## config.mk

```make
export PLATFORM = sky130hd
export DESIGN_NAME = card_request_initiator_flat
export DESIGN_NICKNAME = d
export VERILOG_FILES = /design/src/rtl/rng_pkg.sv /design/src/rtl/card_request_initiator_if.sv /design/src/rtl/req_timeout_counter.sv /design/src/rtl/card_request_initiator.sv /design/src/flat_wrapper.sv
export SDC_FILE = /design/constraint.sdc
export NUM_CORES = 1
export LEC_CHECK = 0
export ABC_AREA = 0
export CORE_ASPECT_RATIO = 1.25
export CORE_UTILIZATION = 51
export CTS_CLUSTER_SIZE = 24
export DETAILED_ROUTE_END_ITERATION = 10
export PLACE_DENSITY = 0.84
export SLEW_MARGIN = 15
export SYNTH_ARGS = -nofsm -noshare
export SYNTH_HDL_FRONTEND = slang
export SYNTH_HIERARCHICAL = 1
export SYNTH_SLANG_ARGS = --single-unit
export TNS_END_PERCENT = 1
```

## constraint.sdc

```tcl
create_clock -name clk_rq_i -period 3.05 [get_ports clk_rq_i]
set_input_delay 0.7625 -clock clk_rq_i [delete_from_list [all_inputs] [get_ports clk_rq_i]]
set_output_delay 0.7625 -clock clk_rq_i [all_outputs]
set_load 0.01 [all_outputs]
```

## src/rtl/rng_pkg.sv

```systemverilog
// rng_pkg: state encodings and card/deck defaults shared with the control path
package rng_pkg;
  typedef enum logic [1:0] {IDLE = 2'd0, WAIT = 2'd1, RELEASE = 2'd2} state_e;
  localparam int CARD_W_DEF = 6;
  localparam int DECK_SIZE_DEF = 52;
  localparam int TIMEOUT_CYCLES_DEF = 16;
endpackage

```

## src/rtl/card_request_initiator_if.sv

```systemverilog
// card_request_initiator_if: user request, control-path handshake and card result signals
interface card_request_initiator_if #(parameter int CARD_W = 6);
  logic start_i;
  logic send_state_i;
  logic [CARD_W-1:0] card_data_i;
  logic req_card_state_o;
  logic [CARD_W-1:0] card_o;
  logic card_valid_o;
  logic timeout_o;
  logic busy_o;
  logic [CARD_W-1:0] dealt_cnt_o;
  logic deck_done_o;
  modport master (
    input start_i, send_state_i, card_data_i,
    output req_card_state_o, card_o, card_valid_o, timeout_o, busy_o, dealt_cnt_o, deck_done_o
  );
  modport slave (
    output start_i, send_state_i, card_data_i,
    input req_card_state_o, card_o, card_valid_o, timeout_o, busy_o, dealt_cnt_o, deck_done_o
  );
endinterface

```

## src/rtl/req_timeout_counter.sv

```systemverilog
// req_timeout_counter: counts waiting cycles and flags the last one before abort
module req_timeout_counter #(
  parameter int LIMIT = 16
) (
  input  logic clk,
  input  logic rst_n,
  input  logic clr,
  input  logic en,
  output logic tc
);
  localparam int W = $clog2(LIMIT + 1);
  localparam logic [W-1:0] LAST = W'(LIMIT - 1);
  logic [W-1:0] cnt_q, cnt_d;
  // Clear wins over enable; hold at the terminal value until cleared
  always_comb begin
    cnt_d = clr ? '0 : (en && !tc) ? cnt_q + 1'b1 : cnt_q;
  end
  // Counter register
  always_ff @(posedge clk or negedge rst_n) begin
    if (!rst_n) cnt_q <= '0;
    else cnt_q <= cnt_d;
  end
  assign tc = (cnt_q == LAST);
endmodule

```

## src/rtl/card_request_initiator.sv

```systemverilog
// card_request_initiator: requests one card from the control path, captures and range-reduces it
module card_request_initiator
  import rng_pkg::*;
#(
  parameter int CARD_W = CARD_W_DEF,
  parameter int DECK_SIZE = DECK_SIZE_DEF,
  parameter int TIMEOUT_CYCLES = TIMEOUT_CYCLES_DEF
) (
  input logic clk_rq_i,
  input logic rst_rq_i,
  card_request_initiator_if.master bus
);
  localparam logic [CARD_W-1:0] DECK_V = CARD_W'(DECK_SIZE);
  localparam logic [CARD_W-1:0] LAST_V = CARD_W'(DECK_SIZE - 1);
  state_e state_q, state_d;
  logic req_q, req_d, busy_q, busy_d;
  logic [CARD_W-1:0] card_q, card_d, dealt_q, dealt_d, reduced;
  logic valid_q, valid_d, timeout_q, timeout_d, done_q, done_d;
  logic capture, tc, tmr_clr, tmr_en;
  req_timeout_counter #(.LIMIT(TIMEOUT_CYCLES)) u_tmr (
    .clk(clk_rq_i), .rst_n(rst_rq_i), .clr(tmr_clr), .en(tmr_en), .tc(tc)
  );
  // State and output registers; reset drops the request asynchronously
  always_ff @(posedge clk_rq_i or negedge rst_rq_i) begin
    if (!rst_rq_i) begin
      state_q <= IDLE;
      req_q <= 1'b0;
      busy_q <= 1'b0;
      card_q <= '0;
      valid_q <= 1'b0;
      timeout_q <= 1'b0;
      dealt_q <= '0;
      done_q <= 1'b0;
    end else begin
      state_q <= state_d;
      req_q <= req_d;
      busy_q <= busy_d;
      card_q <= card_d;
      valid_q <= valid_d;
      timeout_q <= timeout_d;
      dealt_q <= dealt_d;
      done_q <= done_d;
    end
  end
  // Next state: capture and timeout both leave WAIT; RELEASE waits for send to fall
  always_comb begin
    state_d = (state_q == IDLE && bus.start_i) ? WAIT :
              (state_q == WAIT && (bus.send_state_i || tc)) ? RELEASE :
              (state_q == RELEASE && !bus.send_state_i) ? IDLE : state_q;
  end
  // Output decode; capture takes priority over a simultaneous timeout
  always_comb begin
    capture = (state_q == WAIT) && bus.send_state_i;
    reduced = (int'(bus.card_data_i) < DECK_SIZE) ? bus.card_data_i : bus.card_data_i - DECK_V;
    tmr_clr = (state_q == IDLE) && bus.start_i;
    tmr_en = (state_q == WAIT) && !bus.send_state_i;
    req_d = (state_d == WAIT);
    busy_d = (state_d != IDLE);
    valid_d = capture;
    timeout_d = tmr_en && tc;
    card_d = capture ? reduced : card_q;
    dealt_d = capture ? ((dealt_q == LAST_V) ? '0 : dealt_q + 1'b1) : dealt_q;
    done_d = capture && (dealt_q == LAST_V);
  end
  assign bus.req_card_state_o = req_q;
  assign bus.busy_o = busy_q;
  assign bus.card_o = card_q;
  assign bus.card_valid_o = valid_q;
  assign bus.timeout_o = timeout_q;
  assign bus.dealt_cnt_o = dealt_q;
  assign bus.deck_done_o = done_q;
endmodule
```

## src/flat_wrapper.sv

```systemverilog
// flat-port wrapper written by rule: the top's interface ports become plain ports
module card_request_initiator_flat import rng_pkg::*;
#(
  parameter int CARD_W = CARD_W_DEF,
  parameter int DECK_SIZE = DECK_SIZE_DEF,
  parameter int TIMEOUT_CYCLES = TIMEOUT_CYCLES_DEF
)
  (clk_rq_i, rst_rq_i, bus_start_i, bus_send_state_i, bus_card_data_i, bus_req_card_state_o, bus_card_o, bus_card_valid_o, bus_timeout_o, bus_busy_o, bus_dealt_cnt_o, bus_deck_done_o);
  card_request_initiator_if #(.CARD_W(CARD_W)) bus_i ();
  input logic clk_rq_i;
  input logic rst_rq_i;
  input wire logic [$bits(bus_i.start_i)-1:0] bus_start_i;
  input wire logic [$bits(bus_i.send_state_i)-1:0] bus_send_state_i;
  input wire logic [$bits(bus_i.card_data_i)-1:0] bus_card_data_i;
  output wire logic [$bits(bus_i.req_card_state_o)-1:0] bus_req_card_state_o;
  output wire logic [$bits(bus_i.card_o)-1:0] bus_card_o;
  output wire logic [$bits(bus_i.card_valid_o)-1:0] bus_card_valid_o;
  output wire logic [$bits(bus_i.timeout_o)-1:0] bus_timeout_o;
  output wire logic [$bits(bus_i.busy_o)-1:0] bus_busy_o;
  output wire logic [$bits(bus_i.dealt_cnt_o)-1:0] bus_dealt_cnt_o;
  output wire logic [$bits(bus_i.deck_done_o)-1:0] bus_deck_done_o;
  assign bus_i.start_i = bus_start_i;
  assign bus_i.send_state_i = bus_send_state_i;
  assign bus_i.card_data_i = bus_card_data_i;
  assign bus_req_card_state_o = bus_i.req_card_state_o;
  assign bus_card_o = bus_i.card_o;
  assign bus_card_valid_o = bus_i.card_valid_o;
  assign bus_timeout_o = bus_i.timeout_o;
  assign bus_busy_o = bus_i.busy_o;
  assign bus_dealt_cnt_o = bus_i.dealt_cnt_o;
  assign bus_deck_done_o = bus_i.deck_done_o;
  card_request_initiator #(.CARD_W(CARD_W), .DECK_SIZE(DECK_SIZE), .TIMEOUT_CYCLES(TIMEOUT_CYCLES)) u_core (.clk_rq_i(clk_rq_i), .rst_rq_i(rst_rq_i), .bus(bus_i));
endmodule
```

# Word-level counts from Yosys, hierarchy flattened
# Index checks and enable logic that the tools add are counted.
dict set report totals {
  ff_bits 24
  in_bits 10
  elab_cells 39
  out_inout_bits 17
}
dict set report op_classes {
  eq_ne 5
  magnitude_cmp 1
  n_reduce_logical 14
  muxes 7
  add_sub_neg 3
}
# operator count
set ops {}
lappend ops {{$mux 6} 2}
lappend ops {{$mux 5} 2}
lappend ops {{$logic_and 1x1->1} 8}
lappend ops {{$add 6x1->6 const B} 1}
lappend ops {{$eq 6x6->1 const B} 1}
lappend ops {{$lt 6x6->1 const B} 1}
lappend ops {{$mux 2} 3}
lappend ops {{$sub 6x6->6 const B} 1}
lappend ops {{$add 5x1->5 const B} 1}
lappend ops {{$eq 5x4->1 const B} 1}
lappend ops {{$eq 2x1->1 const B} 2}
lappend ops {{$reduce_bool 2->1} 2}
lappend ops {{$eq 2x2->1 const B} 1}
lappend ops {{$logic_not 1->1} 2}
lappend ops {{$logic_not 2->1} 1}
lappend ops {{$logic_or 1x1->1} 1}

# Depth between registers and ports, before layout
dict set report depth {
  depth_word 6
  ltp_mapped 6
  depth_no_buf 6
}

# Modules after synthesis
# The synthesis kept the hierarchy.
# module instances area_per_inst_um2 cells_per_inst
set by_module_without_submodules {}
lappend by_module_without_submodules {card_request_initiator 1 842.1 84}
lappend by_module_without_submodules {req_timeout_counter 1 260.2 23}

# Least setup slack after synthesis
# OpenSTA, ideal clock, no wires.
dict set report synth_timing {
  path_kind {input to register}
  from {input bus_start_i}
  to {register u_core.u_tmr.cnt_q[3]}
  path_buffers 0
  slack_ps 1200
  cell_stages 3
  required_ps 2923
  t_arrival_ps 1723
  setup_ps 127
  cell_sequence {nor3b_1 and2b_1 mux2_1}
}
dict set report synth_via {
  elab_chain_len 2
}
# element line_no
set synth_rtl {}
lappend synth_rtl {{start, declared} flat_wrapper.sv:12} ;# input wire logic [$bits(bus_i.start_i)-1:0] bus_start_i;
lappend synth_rtl {{$logic_and 1x1->1 *} card_request_initiator.sv:55} ;# tmr_clr = (state_q == IDLE) && bus.start_i;
lappend synth_rtl {{$mux 5 / $reduce_bool 2->1 (equally long branches)} -}
lappend synth_rtl {{end signal, assigned} req_timeout_counter.sv:21} ;# else cnt_q <= cnt_d;
lappend synth_rtl {{end, declared} req_timeout_counter.sv:13} ;# logic [W-1:0] cnt_q, cnt_d;
# Every way passes the cells marked *; elsewhere a longest branch is shown, timed or not.
# A chain may end at the register's enable or synchronous reset.

# Final worst setup path
dict set report layout_timing {
  from {input bus_send_state_i}
  to {register u_core.u_tmr.cnt_q[3]}
}
dict set report layout_via {
  elab_chain_len 4
}
# element line_no
set layout_rtl {}
lappend layout_rtl {{start, declared} flat_wrapper.sv:13} ;# input wire logic [$bits(bus_i.send_state_i)-1:0] bus_send_state_i;
lappend layout_rtl {{$logic_not 1->1} card_request_initiator.sv:56} ;# tmr_en = (state_q == WAIT) && !bus.send_state_i;
lappend layout_rtl {{$logic_and 1x1->1} card_request_initiator.sv:56}
lappend layout_rtl {{via u_core.tmr_en} card_request_initiator.sv:19} ;# logic capture, tc, tmr_clr, tmr_en;
lappend layout_rtl {{$logic_and 1x1->1} req_timeout_counter.sv:16} ;# cnt_d = clr ? '0 : (en && !tc) ? cnt_q + 1'b1 : cnt_q;
lappend layout_rtl {{$reduce_bool 2->1 (no source line)} -}
# The timed path passes the listed nets, and every way through them passes these cells.

==> run metrics <==
post-synth top area cell dfrtp_1; shortest period the worst path allows 2.144 ns; fraction of layout cells with a size suffix above 1 0.06522; Slew HR 0.7819; EDFF count, synth 0; post-synth top area share 0.5448; IO buf count 26; Final Hold Viols 0; H-tree depth 1; CTS Buf Count 3; Post-Route WL 1.995 mm; outcome complete, but fails checks; Cells after Synth 107; total gr overflow 0; antenna cells 0; final setup fails 0; worst hold start u_core/bus.card_o[1]; clk_lat worst skew 0.30 ns; Final Cell Area 1435 um^2; critical path depth in cells 5; FILL cells 155; Worst setup SP type input port; synth top area cells dfrtp_1 (54%), nand2_1 (5.8%), ha_1 (4.5%); nets@finish 153; pwr/cell area 783.2 nW/um^2; Hold/Removal Path Class flop to flop; Worst Hold Depth 2; Synth warnings 6; Max-cap violations 0; crit-path max FO 6; failing checks design-rule violations; top cell family by delay on the critical path simple AND/OR/NAND/NOR gates; CP endpoint kind flop; HPWL Detailed 1.557 mm; cells along the critical path clkdlybuf4s50_1 -> nor3b_1 -> nor2b_4 -> nand4_1 -> mux2_1; Worst Tran Pin Value 0.3254 ns; flops & latches, synth 24; DR pass1 iterations 8; Clk pin slew, worst setup/hold paths 0.12 ns; pin count of the biggest net entering global routing 25; LEAKAGE 0.6656 nW; Synth-to-Final Area Change 30.19%; RSZ-0062 raised after global routing no; Post-synth top cells dfrtp_1 (24), nand2_1 (17), nor2_1 (9); clock sink count 24; syn nets 121; hold_buf cts 0; setup total negative slack 0 ns; final worst path period share 0.7028; Synth cell types 34; total number of vias 863; routability cong. 0.7482; FF-to-FF path depth 6; TritonCTS clock tree built; GRT Util Overall 0.1924; crit path launch bus_send_state_i; FFs w/ async S/R, synth 1.000; Required @ worst endpoint 3.24 ns; via/cell ratio 5.462; post-CTS sizing 0; Die Y 53.98 um; first-pass GRT wire length 3.346 mm; buffers and inverters on the worst path 1; WHS 0.4874 ns; I/O pin count 27; core area 2004 um^2; worst vdd ir 0.4983 mV; mapped cell area 1102 um^2; worst r2r src u_core/u_tmr/cnt_q[0]; Root Buffer clkbuf_4; Fmax 0.4665 GHz; die area 2352 um^2; initial core utilization 0.5499; critical path type input port to flop; FP Rows 18; count leader, synth dfrtp_1; Die W 43.58 um; Setup Skew 0.005780 ns; Mean Syn Cell Area 10.30 um^2; clock buffer depth 2; critical path's slowest cell clkdlybuf4s50_1; initial antenna violation count 0; Routed Antenna Nets 0; post-synthesis sequential area ratio 0.5448; WL per Instance 12.63 um; Post-CTS Repair Setup Buffers 0; crit path DAT 2.34 ns; Placed Area 1399 um^2; ys flop type dfrtp_1; crit-path max cell delay 0.52 ns; drt drc 4; Pins Over Slew Limit 0; vias in the first global route 781; Starting DRT DRC Count 29
-- flip-flops by register name (all words and copies together), names as in the netlist --
| name | cells |
|---|---|
| u_core/bus.busy_o | 1 |
| u_core/bus.card_o | 6 |
| u_core/bus.card_valid_o | 1 |
| u_core/bus.dealt_cnt_o | 6 |
| u_core/bus.deck_done_o | 1 |
| u_core/bus.req_card_state_o | 1 |
| u_core/bus.timeout_o | 1 |
| u_core/state_q | 2 |
| u_core/u_tmr/cnt_q | 5 |
-- cells in the final DEF (no fill, tap or decap), types with 3 or more instances in the layout --
cell type	instances
ha_1	4
dfrtp_1	24
clkdlybuf4s50_1	26
o21ai_0	8
clkbuf_4	3
nand2_1	17
nand3b_1	3
inv_1	6
nand3_1	3
nor2_1	9
-- worst paths after layout --
| path | slack, ns | endpoint |
|---|---|---|
| worst max-delay path | 0.91 | u_core/u_tmr/cnt_q[3] |
| worst min-delay path | 0.49 | u_core/bus.card_o[1] |
| worst max register to register | 1.26 | u_core/u_tmr/cnt_q[3] |
| worst min register to register | 0.49 | u_core/bus.card_o[1] |
| max in group asynchronous | 2.04 | u_core/u_tmr/cnt_q[4] |
| min in group asynchronous | 0.79 | u_core/bus.dealt_cnt_o[2] |
-- layout make-up --
type	instances	area (um^2)	area share
sequential	24	600.6	0.4185
multi-input combinational	75	471.7	0.3287
timing repair buffer	28	275.3	0.1918
clock buffer	4	36.28	0.02528
inverter	7	26.28	0.01831
tap	20	25.02	0.01744
-- worst register-to-register path: stages, from the launching register on --
cell and delay, ns:
dfrtp_1 0.42, ha_1 0.22, and3_1 0.17, ha_1 0.25
nor2b_4 0.19, nand4_1 0.12, mux2_1 0.32
-- cells by family (layout without fill, tap and decap cells) --
group | count (synthesis) | count (layout) | synth area share
buffers and inverters | 8 | 39 | 0.02723
AND/OR/NAND/NOR | 46 | 46 | 0.2191
multiplexers | 3 | 3 | 0.02951
XOR/XNOR | 4 | 4 | 0.03179
flip-flops | 24 | 24 | 0.5448
AO/OA/AOI/OAI | 18 | 18 | 0.1021
adder cells (fa/ha/maj) | 4 | 4 | 0.04540
-- per-layer routing --
metal | wire length (um) | GRT usage
met1 | 846 | 0.2451
met2 | 1053 | 0.3259
met3 | 96 | 0.03356
met4 | 0 | 0.07292
met5 | 0 | 0
-- stage by stage --
step                setup WS (ns)  instances  total power [mW]  utilization
global route               0.7973        158             1.209       0.7160
detailed placement         0.5811        154            0.9755       0.6979
floorplan                   1.200        107            0.7420            -
global placement           0.6690        154            0.9531       0.6979
CTS                        0.9054        158             1.135       0.7160
finish                     0.9064        158             1.124       0.7160
-- power breakdown --
| group | switching, mW | total, mW | internal [mW] | leakage [nW] |
|---|---|---|---|---|
| clock network | 0.0860 | 0.159 | 0.0727 | 0.0210 |
| logic | 0.205 | 0.448 | 0.243 | 0.340 |
| registers | 0.0923 | 0.517 | 0.425 | 0.304 |
| total | 0.384 | 1.12 | 0.740 | 0.666 |
Note: power is estimated with default switching activity, not from simulation.
